File: src/rtl/vga_sync_gen.sv
// Purpose: VGA raster timing (pixel tick, h/v counters, syncs, active flag, line/frame strobes).
// Latency: decodes are combinational from the counters; counters advance on the edge where pix_tick=1.
// Backpressure: en=0 freezes the divider and counters; strobes are forced low while frozen.
module vga_sync_gen #(
    parameter int H_ACTIVE = 640,
    parameter int H_FP     = 16,
    parameter int H_SYNC   = 96,
    parameter int H_BP     = 48,
    parameter int V_ACTIVE = 480,
    parameter int V_FP     = 10,
    parameter int V_SYNC   = 2,
    parameter int V_BP     = 33,
    parameter int CLK_DIV  = 2,
    parameter bit HS_POL   = 1'b0,
    parameter bit VS_POL   = 1'b0,
    parameter int W        = 10
) (
    input  logic         clk,
    input  logic         rst,
    input  logic         en,
    output logic         pix_tick,
    output logic [W-1:0] hcount,
    output logic [W-1:0] vcount,
    output logic         hsync,
    output logic         vsync,
    output logic         video_on,
    output logic         line_start,
    output logic         frame_start
);

    localparam int H_TOTAL = H_ACTIVE + H_FP + H_SYNC + H_BP;
    localparam int V_TOTAL = V_ACTIVE + V_FP + V_SYNC + V_BP;
    // Divider needs at least one bit even when CLK_DIV=1 (it then sits at 0).
    localparam int DW      = (CLK_DIV > 1) ? $clog2(CLK_DIV) : 1;

    localparam logic [DW-1:0] DIV_LAST = DW'(CLK_DIV - 1);
    localparam logic [W-1:0]  H_LAST   = W'(H_TOTAL - 1);
    localparam logic [W-1:0]  V_LAST   = W'(V_TOTAL - 1);
    localparam logic [W-1:0]  H_VIS    = W'(H_ACTIVE);
    localparam logic [W-1:0]  V_VIS    = W'(V_ACTIVE);
    localparam logic [W-1:0]  HS_START = W'(H_ACTIVE + H_FP);
    localparam logic [W-1:0]  HS_END   = W'(H_ACTIVE + H_FP + H_SYNC);
    localparam logic [W-1:0]  VS_START = W'(V_ACTIVE + V_FP);
    localparam logic [W-1:0]  VS_END   = W'(V_ACTIVE + V_FP + V_SYNC);

    logic [DW-1:0] div_cnt;
    logic          h_wrap;

    // Pixel tick and end-of-line/end-of-frame strobes, all gated by en via pix_tick.
    always_comb begin
        pix_tick    = en && (div_cnt == DIV_LAST);
        h_wrap      = (hcount == H_LAST);
        line_start  = pix_tick && h_wrap;
        frame_start = line_start && (vcount == V_LAST);
    end

    // Clock divider: counts enabled clocks, holds its phase while en is low.
    always_ff @(posedge clk or negedge rst) begin
        if (!rst) begin
            div_cnt <= '0;
        end else if (en) begin
            div_cnt <= (div_cnt == DIV_LAST) ? '0 : div_cnt + DW'(1);
        end
    end

    // Raster position: column advances per pixel tick, line advances at column wrap.
    always_ff @(posedge clk or negedge rst) begin
        if (!rst) begin
            hcount <= '0;
            vcount <= '0;
        end else if (pix_tick) begin
            if (!h_wrap) begin
                hcount <= hcount + W'(1);
            end else begin
                hcount <= '0;
                vcount <= (vcount == V_LAST) ? '0 : vcount + W'(1);
            end
        end
    end

    // Level decodes straight off the counters, so they line up with hcount/vcount.
    always_comb begin
        hsync    = ((hcount >= HS_START) && (hcount < HS_END)) ? HS_POL : ~HS_POL;
        vsync    = ((vcount >= VS_START) && (vcount < VS_END)) ? VS_POL : ~VS_POL;
        video_on = (hcount < H_VIS) && (vcount < V_VIS);
    end

endmodule

File: config.mk
export PLATFORM = sky130hd
export DESIGN_NAME = vga_sync_gen
export DESIGN_NICKNAME = d
export VERILOG_FILES = /design/src/rtl/vga_sync_gen.sv
export SDC_FILE = /design/constraint.sdc
export NUM_CORES = 1
export LEC_CHECK = 0
export CORE_AREA = 2 2 51 53
export CTS_BUF_LIST = sky130_fd_sc_hd__clkbuf_2 sky130_fd_sc_hd__clkbuf_4 sky130_fd_sc_hd__clkbuf_8
export DETAILED_ROUTE_END_ITERATION = 10
export DIE_AREA = 0 0 53 55
export PLACE_DENSITY_LB_ADDON = 0.2
export SLEW_MARGIN = 25
export SYNTH_ARGS = -nofsm -noshare
export SYNTH_HDL_FRONTEND = slang
export SYNTH_SLANG_ARGS = --single-unit
export TNS_END_PERCENT = 20
File: constraint.sdc
create_clock -name clk -period 3 [get_ports clk]
set_input_delay 0.9 -clock clk [delete_from_list [all_inputs] [get_ports clk]]
set_output_delay 0.9 -clock clk [all_outputs]
set_load 0.02 [all_outputs]
==> results of run 1 <==
==> cell usage after synthesis (all sizes together), types with 2 or more instances <==
cell | instances | area share, %
a21oi | 4 | 1.8
and3 | 4 | 2.3
and4 | 2 | 1.6
dfrtp | 21 | 47
ha | 4 | 4.5
inv | 5 | 1.7
nand2 | 16 | 5.4
nand3 | 9 | 4.0
nand4 | 6 | 3.3
nor2 | 7 | 2.3
nor3 | 4 | 1.8
o21ai | 5 | 2.2
o31ai | 3 | 2.0
or4 | 5 | 3.5
xnor2 | 8 | 6.2
xor2 | 4 | 3.1
==> final cells by class <==
cell class	count	area, um^2	share of cell area (%)
clock buffer	3	22.52	1.407
clock inverter	1	5.005	0.3127
inverter	6	22.52	1.407
multi-input combinational	90	579.3	36.20
sequential	21	525.5	32.84
tap	30	37.54	2.346
timing repair buffer	46	407.9	25.49
==> report_power, final <==
part           internal [uW]  total [uW]  switching [uW]
clock network           50.0         145            94.6
registers                320         344            24.3
logic                    150         310             161
==> per-layer routing <==
layer / GRT usage, % / share of wire (%)
met1: 26.50 / 44
met2: 37.29 / 49
met3: 3.226 / 4.3
met4: 11.54 / 2.0
met5: 0 / 0
==> metrics by stage <==
| step | setup TNS (ns) | hold slack [ns] | worst slack (ns) | instance area (um^2) | util (%) |
|---|---|---|---|---|---|
| 6_report | 0 | 0.5198 | 0.1067 | 1600 | 67.67 |
| 3_5_place_dp | -1.792 | 0.5151 | -0.8418 | 1573 | 66.51 |
| 2_1_floorplan | 0 | 0.4764 | 0.04106 | 1125 | - |
| 5_1_grt | 0 | 0.5505 | 0.06631 | 1600 | 67.67 |
| 3_3_place_gp | -1.756 | 0.4989 | -0.8336 | 1573 | 66.51 |
| 4_1_cts | 0 | 0.5294 | 0.008326 | 1600 | 67.67 |
==> timing repair <==
item,CTS,global route
resized for setup,15,0
setup endpoints to repair,4,2
pin swaps,3,1
==> flip-flops by register name, indices dropped and copies added, names as in the netlist <==
register and flops:
hcount 10, div_cnt 1, vcount 10
==> worst max-delay path by stage <==
| stage | startpoint | end | slack [ns] | cells past startpoint |
|---|---|---|---|---|
| 4_1_cts | hcount[6] | frame_start | 0.008 | 4 |
| 3_5_place_dp | en | frame_start | -0.84 | 5 |
| 6_report | en | frame_start | 0.11 | 5 |
| 3_3_place_gp | en | frame_start | -0.83 | 5 |
| 2_1_floorplan | en | frame_start | 0.04 | 3 |
| 5_1_grt | en | frame_start | 0.07 | 5 |
==> kinds of logic (layout without fill, tap and decap cells) <==
family                   count (synthesis)  after routing  synth area share [%]
XOR/XNOR                                12             12                 9.364
buffers and inverters                    7             56                 2.452
adder cells (fa/ha/maj)                  4              4                 4.459
flip-flops                              21             21                 46.82
multiplexers                             1              1                0.8919
AO/OA/AOI/OAI                           13             13                 6.689
AND/OR/NAND/NOR                         60             60                 29.32
==> run summary, run 1 <==
status: finished, final reports clean
worst-path maximum fanout: 3
ANT cells: 0
RSZ-0062 raised after global routing: false
Power Density: 499.5 mW/mm^2
Distinct cells, synth: 29
worst slew pin tran: 0.6051 ns
largest net degree at the start of global routing: 22
die width: 53 um
flops & latches, synth: 21
critical path's slowest cell: or4_4
final setup fails: 0
wire length of the first global-routing pass: 4457 um
maximum clock frequency: 0.3456 GHz
chip height: 55 um
Synth Instances: 118
TritonCTS clock tree: built
clk sink count: 21
routed length per instance: 13.98 um
Crit. End Element: output port
Leakage: 0.0007240 uW
R2R setup slack: 0.79 ns
H-tree depth: 1
Clock Tree Root: clkbuf_4
Max Buffers Root-to-Sink: 2
Final period util: 96.44%
Final Hold Vio Count: 0
crit path DAT: 1.99 ns
Syn Area/Cell: 9.511 um^2
I/O pins: 29
Max Cap Violations: 0
overall power: 799.4 uW
most frequent cells in the layout: 23 x clkdlybuf4s50_1, 21 x dfrtp_1, 18 x buf_4
worst min path class: flip-flop to flip-flop
initial antenna violation count: 0
core area: 0.002365 mm^2
FFs w/ async S/R, synth: 100.0%
vias in the first global route: 1025
hold path startpoint: vcount[7]
post-DP HPWL: 2027 um
launching point of the worst reg2reg path: hcount[6]
Final nets: 175
synth warn: 0
Area Growth Syn to Fin: 42.59%
WP data required: 2.10 ns
CP delay by family, top: simple AND/OR/NAND/NOR gates
initial DRC count: 17
Detailed Route WL: 2754 um
Synth Flop Type: dfrtp_1
Max Slew Vio Count: 0
syn_nets: 125
placed insts: 193
GRT overflow: 0
setup repair bufs after CTS: 0
Worst Hold End: vcount[7]
worst reg-to-reg path cell count: 5
CTS Buf Count: 3
Syn Std Cell Area: 0.001122 mm^2
GRT Total Usage: 21.70%
Fin Clk Skew: 0.01623 ns
clk slew on worst S/H paths: 0.11 ns
VDD IR-drop max: 0.5376 mV
Initial Util: 47.46%
# port buffers: 28
via count: 1077
layout cell share with drive strength beyond 1: 17.37%
die area: 0.002915 mm^2
vias per cell: 5.467
number of synthesized flops with an enable pin: 0
cells along the critical path: dlygate4sd2_1 > nand2_1 > or4_4 > nor2_4 > buf_6
placer congestion estimate: 0.8342
worst relative slew slack: 59.29%
critical path class: primary input to output port
Bufs and invs on worst path: 2
max incr delay on CP: 0.57 ns
DRT Pass-1 Iters: 4
register area share after synthesis: 46.82%
later-pin clock latency in the skew report: 0.33 ns
Non-Filler Instances: 197
worst hold stages: 1
most common cell after layout, fill and taps aside: clkdlybuf4s50_1
hold buffers post-CTS: 0
fillcell total: 208
row count: 18
# DRC: 0
nature of the critical path startpoint: primary input
Reg-to-Reg End: vcount[3]
Final ANT Viol Nets: 0
crit path time final: 2.893 ns
Note: power is estimated with default switching activity, not from simulation.
==> run 2, diff against run 1 <==
--- a/config.mk
+++ b/config.mk
@@ -5,10 +5,10 @@
 export SDC_FILE = /design/constraint.sdc
 export NUM_CORES = 1
 export LEC_CHECK = 0
-export CORE_AREA = 2 2 51 53
+export CORE_AREA = 8 8 57 59
 export CTS_BUF_LIST = sky130_fd_sc_hd__clkbuf_2 sky130_fd_sc_hd__clkbuf_4 sky130_fd_sc_hd__clkbuf_8
 export DETAILED_ROUTE_END_ITERATION = 10
-export DIE_AREA = 0 0 53 55
+export DIE_AREA = 0 0 65 67
 export PLACE_DENSITY_LB_ADDON = 0.2
 export SLEW_MARGIN = 25
 export SYNTH_ARGS = -nofsm -noshare
==> run 2 against run 1 <==
  * Highest routed layer unchanged
  * The run now ends with negative setup slack left
  * Worst hold slack better by 0.0067 ns
  * Utilization increased by 1.0 points
  * Largest power group unchanged
  * Clock skew shrank 0.015 ns
==> run summary, run 2 (synthesis results as in run 1) <==
status: finished, violations left
failing checks: negative setup slack
Fin Clk Skew: 0.0009442 ns
wire length of the first global-routing pass: 4892 um
most common cell after layout, fill and taps aside: clkdlybuf4s50_1
fillcell total: 199
Worst Hold End: vcount[7]
cells along the critical path: or4b_4 > or4_4 > nor2_4 > buf_6
sequential cell area: 525.5 um^2
Leakage: 0.0007389 uW
I/O pins: 29
ANT cells: 0
placed insts: 194
setup repair bufs after CTS: 0
Final period util: 100.1%
post-DP HPWL: 2225 um
worst-path maximum fanout: 3
Clock Tree Root: clkbuf_4
multi-input logic area: 579.3 um^2
worst relative slew slack: 57.22%
initial DRC count: 56
H-tree depth: 1
Crit. End Element: output port
hold path startpoint: vcount[7]
critical path's slowest cell: or4_4
via count: 1065
Detailed Route WL: 2941 um
WP data required: 2.10 ns
Non-Filler Instances: 198
TritonCTS clock tree: built
Max Buffers Root-to-Sink: 2
Power Density: 494.8 mW/mm^2
die area: 0.004355 mm^2
GRT Total Usage: 14.34%
VDD IR-drop max: 0.4517 mV
Final ANT Viol Nets: 0
initial antenna violation count: 0
most frequent cells in the layout: 23 x clkdlybuf4s50_1, 21 x dfrtp_1, 19 x buf_4
crit path DAT: 2.10 ns
GRT overflow: 0
core area: 0.002365 mm^2
clk sink count: 21
nature of the critical path startpoint: flip-flop
DRT Pass-1 Iters: 4
crit path time final: 3.004 ns
largest net degree at the start of global routing: 22
row count: 18
largest registers: hcount: 10 flops, vcount: 10 flops, div_cnt: 1 flops
Area Growth Syn to Fin: 44.70%
launching point of the worst reg2reg path: hcount[5]
worst slew pin tran: 0.6358 ns
Final WS setup: -0.004183 ns
layout cell share with drive strength beyond 1: 17.86%
Max Slew Vio Count: 0
Final Hold Vio Count: 0
critical path class: flip-flop to output port
later-pin clock latency in the skew report: 0.31 ns
CTS Buf Count: 3
RSZ-0062 raised after global routing: true
Bufs and invs on worst path: 1
worst reg-to-reg path cell count: 5
R2R setup slack: 0.74 ns
# port buffers: 28
# DRC: 0
Initial Util: 47.46%
overall power: 803.6 uW
maximum clock frequency: 0.3329 GHz
max incr delay on CP: 0.58 ns
placer congestion estimate: 0.8163
clk slew on worst S/H paths: 0.12 ns
hold buffers post-CTS: 0
worst min path class: flip-flop to flip-flop
Reg-to-Reg End: vcount[4]
Final nets: 176
Max Cap Violations: 0
vias per cell: 5.379
vias in the first global route: 1073
final setup fails: 1
CP delay by family, top: simple AND/OR/NAND/NOR gates
die width: 65 um
chip height: 67 um
worst hold stages: 1
routed length per instance: 14.85 um
## run 2: changes by cell type in the layout (fill, tap and decap cells not counted)
cell | previous run | this run
buf_6 | 1 | 2
clkbuf_4 | 3 | 4
buf_2 | 1 | 0
dlygate4sd2_1 | 3 | 1
dlymetal6s2s_1 | 0 | 2
buf_4 | 18 | 19
clkinv_2 | 1 | 0
## run 2: layout make-up
class / count / area share (%)
Tap cell: 30 / 2.311
Timing Repair Buffer: 47 / 26.43
Multi-Input combinational cell: 90 / 35.67
Sequential cell: 21 / 32.36
Inverter: 6 / 1.387
Clock buffer: 4 / 1.849
## run 2: repair_timing
item	CTS	global route
endpoints found under the setup margin	3	3
pin swaps	1	4
resized for setup	14	3
## run 2: how the worst max path moves through the flow
stage              start           to  slack [ns]  depth (start not counted)
2_1_floorplan         en  frame_start        0.04                          3
6_report       hcount[5]  frame_start      -0.004                          4
4_1_cts               en  frame_start       -0.18                          5
5_1_grt        hcount[5]  frame_start       -0.04                          4
3_5_place_dp          en  frame_start       -0.84                          5
3_3_place_gp          en  frame_start       -0.84                          5
## run 2: where the power goes
part | switching [uW] | total [uW] | internal, uW
clock | 89.0 | 150 | 61.1
combinational | 161 | 311 | 150
sequential | 22.9 | 343 | 320
## run 2: per-layer routing
metal | track usage (%) | vias to the layer above | wire (um)
met5 | 0 | - | 0
met4 | 4.905 | 0 | 27
met3 | 5.201 | 4 | 221
met2 | 24.35 | 33 | 1457
met1 | 16.30 | 501 | 1235
li1 | - | 527 | -
## run 2: per-stage QoR
stage / hold WS, ns / TNS (ns) / util (%) / instance area [um^2] / worst slack [ns]
after floorplan: 0.4764 / 0 / - / 1125 / 0.04106
final: 0.5265 / -0.004183 / 68.68 / 1624 / -0.004183
after global routing: 0.5444 / -0.04055 / 68.68 / 1624 / -0.04055
after detailed placement: 0.5149 / -1.785 / 66.83 / 1580 / -0.8403
after CTS: 0.5288 / -0.2996 / 68.25 / 1614 / -0.1833
after global placement: 0.5016 / -1.768 / 66.83 / 1580 / -0.8353
==> run 3, diff against run 2 <==
--- a/config.mk
+++ b/config.mk
@@ -9,6 +9,7 @@
 export CTS_BUF_LIST = sky130_fd_sc_hd__clkbuf_2 sky130_fd_sc_hd__clkbuf_4 sky130_fd_sc_hd__clkbuf_8
 export DETAILED_ROUTE_END_ITERATION = 10
 export DIE_AREA = 0 0 65 67
+export GPL_ROUTABILITY_DRIVEN = 1
 export PLACE_DENSITY_LB_ADDON = 0.2
 export SLEW_MARGIN = 25
 export SYNTH_ARGS = -nofsm -noshare
==> results of run 3 <==
No change in the layout: final DEF, timing and power equal those of run 2.
==> edit 1, RTL diff (settings of run 2) <==
Set the parameter `HS_POL` to 1'b1 (it was 1'b0).
--- a/src/rtl/vga_sync_gen.sv
+++ b/src/rtl/vga_sync_gen.sv
@@ -11,7 +11,7 @@
     parameter int V_SYNC   = 2,
     parameter int V_BP     = 33,
     parameter int CLK_DIV  = 2,
-    parameter bit HS_POL   = 1'b0,
+    parameter bit HS_POL   = 1'b1,
     parameter bit VS_POL   = 1'b0,
     parameter int W        = 10
 ) (
Function: changed (a bounded check fails within 4 cycles, from zero or initial values and one cycle with rst low).
==> edit 1 against run 2 <==
First-iteration DRC count is 55% lower; combinational power is 20% lower; die area did not move; sequential share of layout area increased by 1.6 points; wire length is 11% lower; non-clock buffer count down 11; sequential cell count did not move; synthesized area is 3.5% higher; power down 4.6%; synthesized cell count shrank 0.85%; design area down 4.8%; setup slack improved by 0.12 ns; critical path type is now in -> out.
==> edit 1: results (changes against run 2) <==
- Slowest cell on the critical path: clkdlybuf4s50_1
- DP Area: 1530 um^2 (-3.3%)
- Xor/xnor share of the synthesized area: 8.30% (-1.1 points)
- Place WS: -0.354 ns (+0.486 ns)
- Synth Area in Compound Gates: 8.51% (+1.8 points)
- RD Place Congestion: 0.801 (-1.9%)
- Initial drt markers: 25 (-55%)
- Psw: 0.271 mW (-0.81%)
- Setup crit end: pix_tick
- Fin Clk Skew: 0.00774 ns (+0.00680 ns)
- Vias per cell: 5.33 (-0.95%)
- Crit path max fanout: 7 (+4)
- Clock Power: 0.139 mW (-7%)
- Launch point of the worst path: en
- Vias in the first global route: 990 (-7.7%)
- Worst r2r path cells: 6 (+1)
- Worst R2R Setup Slack: 1.10 ns (+0.36 ns)
- Post-synthesis sequential area ratio: 45.3% (-1.6 points)
- All-Layer GR Usage: 12.6% (-1.7 points)
- Post-synth cell types: 30 (+3.4%)
- HPWL Detailed: 2020 um (-9.1%)
- Status: completed
- Worst-Margin Slew: 0.385 ns (-0.250 ns)
- First-pass GRT wire length: 4450 um (-9.0%)
- Syn Area/Cell: 9.92 um^2 (+4.3%)
- Share of post-route cells with drive strength above 1: 15.4% (-2.5 points)
-- edit 1: changes by cell type in the layout (fill, tap and decap cells not counted), moves of 2 or more --
cell / run 2 / this run
xor2_1: 4 / 7
o31ai_1: 3 / 0
nor4_4: 0 / 2
nand4_1: 6 / 4
clkdlybuf4s50_1: 23 / 25
nor2_1: 6 / 4
o21ai_0: 5 / 9
dlymetal6s2s_1: 2 / 0
buf_6: 2 / 0
buf_4: 19 / 8
xnor2_1: 8 / 4
or3_1: 1 / 3
or4_1: 4 / 0
-- edit 1: timing repair --
| action | in CTS | in global routing |
|---|---|---|
| setup endpoints to repair | 3 | 2 |
| resized for setup | 6 | 3 |
| hold buffers | 0 | 0 |
-- edit 1: layout make-up --
type / instances / area, um^2 / share of cell area [%]
Sequential cell: 21 / 526 / 34.0
Timing Repair Buffer: 36 / 329 / 21.3
Multi-Input combinational cell: 87 / 597 / 38.6
Clock buffer: 3 / 22.5 / 1.46
Clock inverter: 1 / 5.00 / 0.324
Inverter: 8 / 30.0 / 1.94
Tap cell: 30 / 37.5 / 2.43
-- edit 1: worst min-delay path by stage --
stage / from / end / slack (ns) / cells after the start
CTS: div_cnt / div_cnt / 0.50 / 1
global route: div_cnt / div_cnt / 0.54 / 1
detailed placement: div_cnt / div_cnt / 0.48 / 1
finish: div_cnt / div_cnt / 0.50 / 1
global placement: div_cnt / div_cnt / 0.48 / 1
floorplan: div_cnt / div_cnt / 0.46 / 1
-- edit 1: cells by family after synthesis --
| kind of cell | after synthesis |
|---|---|
| AND/OR/NAND/NOR | 54 |
| flip-flops | 21 |
| AO/OA/AOI/OAI | 17 |
| XOR/XNOR | 11 |
| buffers and inverters | 9 |
| adder cells (fa/ha/maj) | 4 |
| multiplexers | 1 |
==> edit 2, RTL diff (config.mk and constraints of run 2) <==
Made on the original files. Add an input register stage for `en`, cleared by the reset; this delays it by one clock.
--- a/src/rtl/vga_sync_gen.sv
+++ b/src/rtl/vga_sync_gen.sv
@@ -43,12 +43,22 @@
     localparam logic [W-1:0]  VS_START = W'(V_ACTIVE + V_FP);
     localparam logic [W-1:0]  VS_END   = W'(V_ACTIVE + V_FP + V_SYNC);
 
+    logic en_q;
+
+    always_ff @(posedge clk or negedge rst) begin
+        if (!rst) begin
+            en_q <= '0;
+        end else begin
+            en_q <= en;
+        end
+    end
+
     logic [DW-1:0] div_cnt;
     logic          h_wrap;
 
     // Pixel tick and end-of-line/end-of-frame strobes, all gated by en via pix_tick.
     always_comb begin
-        pix_tick    = en && (div_cnt == DIV_LAST);
+        pix_tick    = en_q && (div_cnt == DIV_LAST);
         h_wrap      = (hcount == H_LAST);
         line_start  = pix_tick && h_wrap;
         frame_start = line_start && (vcount == V_LAST);
@@ -58,7 +68,7 @@
     always_ff @(posedge clk or negedge rst) begin
         if (!rst) begin
             div_cnt <= '0;
-        end else if (en) begin
+        end else if (en_q) begin
             div_cnt <= (div_cnt == DIV_LAST) ? '0 : div_cnt + DW'(1);
         end
     end
Behaviour: not the same (Yosys sat finds a counterexample within 4 cycles, from zero or initial values and one cycle with rst low).
==> edit 2 against run 2 <==
Setup slack better by 0.058 ns; critical path type unchanged; design area down 1.3%; synthesized area up 4.0%; power down 3.2%; synthesized cell count up 1.7%; sequential cell count up 1; sequential power up 6.7%; combinational power down 9.6%; register-to-register slack better by 0.12 ns; wire length down 4.3%.
==> edit 2: results (changes against run 2) <==
- Status: completed
- Top routing layer used: met4
- Clk_lat worst skew: 0.30 ns
- Place WS: -0.0733 ns (+0.767 ns)
- Fin Clk Skew: 0.00963 ns (+0.00868 ns)
- Slew HR: 81.5% (+24 points)
- Xor/xnor share of the synthesized area: 8.25% (-1.1 points)
- Seq/total area: 34.3% (+2.0 points)
- WP data arrival: 2.05 ns (-0.05 ns)
- Met1 GRT Util: 15.3% (-0.96 points)
- Filler cell count: 194 (-2.5%)
- #MultiIn Comb: 89 (-1.1%)
- Synth Net Count: 127 (+1.6%)
- First-pass GRT wire length: 4960 um (+1.4%)
- Critical R2R Capture: vcount[3]
- All-Layer GR Usage: 14.0% (-0.37 points)
- Mux cell area share after synthesis: 0.857% (-0.034 points)
- Post-synth top cells: dfrtp_1, nand2_1, nand3_1, o21ai_0
- Worst path max stage delay: 0.55 ns (-0.03 ns)
- Routed WL: 2820 um (-4.3%)
- Met1 WL: 1190 um (-3.9%)
- Vias in the first global route: 1120 (+4.4%)
- Switching share of power: 33.6% (-0.34 points)
- Worst VDD drop: 0.499 mV (+10%)
- Setup crit end: hsync
- Post-synthesis adder-cell area fraction: 4.29% (-0.17 points)
- Inverter count: 7 (+1)
- Fraction of area in multi-input gates: 35.6% (-0.073 points)
- Initial drt markers: 36 (-36%)
- Worst hold start: en_q
- Leak: 0.726 nW (-1.8%)
- GR Util met2: 25.0% (+0.62 points)
- Slowest cell on the critical path: clkdlybuf4s50_1
- Crit path max fanout: 6 (+3)
- Cells after synthesis: 120 (+1.7%)
- Largest net degree at the start of global routing: 23 (+4.5%)
- Pre-antenna DRT Iters: 4 (unchanged)
- Hold slack: 0.494 ns (-0.0328 ns)
- Layout net count: 174 (-1.1%)
- Post-synth cell types: 31 (+6.9%)
- Met3 usage: 4.87% (-0.34 points)
- Worst R2R Setup Slack: 0.86 ns (+0.12 ns)
- Inst Count DP: 192 (-1.0%)
- Biggest regs: hcount x10, vcount x10
- Share of post-route cells with drive strength above 1: 16.4% (-1.5 points)
- Final worst path period share: 98.2% (-1.9 points)
- DR WL met3: 222 um (+0.45%)
- RR Startpoint: hcount[6]
- Hold endpoint: div_cnt
- Clock-cell share: 1.41% (-0.44 points)
- Flop and latch count out of synthesis: 22 (+4.8%)
- RD Place Congestion: 0.796 (-2.5%)
- Non-clock buffers: 44 (-6.4%)
- Met2 WL: 1390 um (-4.3%)
- Top post-synthesis cells by area: dfrtp_1, xor2_1, ha_1, nand2_1, xnor2_1
- DR vias: 1040 (-2.3%)
- PostCTS Resize Cnt: 6 (-8)
[edit 2: cell types whose count changed after synthesis, sizes merged, moves of 3 or more]
cell   change
nand2      -3
o21ai      +3
o31ai      -3
xnor2      -3
[edit 2: through the flow]
step	area, um^2	setup TNS, ns	power (mW)
floorplan	1170	0	0.495
global placement	1580	-0.0452	0.639
detailed placement	1580	-0.0733	0.651
CTS	1600	0	0.782
global route	1600	0	0.826
finish	1600	0	0.778
[edit 2: power groups by stage]
stage | Sequential (mW) | Combinational [mW] | Clock (mW)
floorplan | 0.418 | 0.0761 | 0
global placement | 0.367 | 0.272 | 0
detailed placement | 0.372 | 0.279 | 0
CTS | 0.366 | 0.281 | 0.134
global route | 0.372 | 0.305 | 0.148
finish | 0.366 | 0.281 | 0.131
[edit 2: worst max-delay path: cells and delay by family (launching register included)]
family,cells,cell delay (ns)
AND/OR/NAND/NOR,2,0.64
flip-flops,1,0.39
buffers and inverters,2,0.71
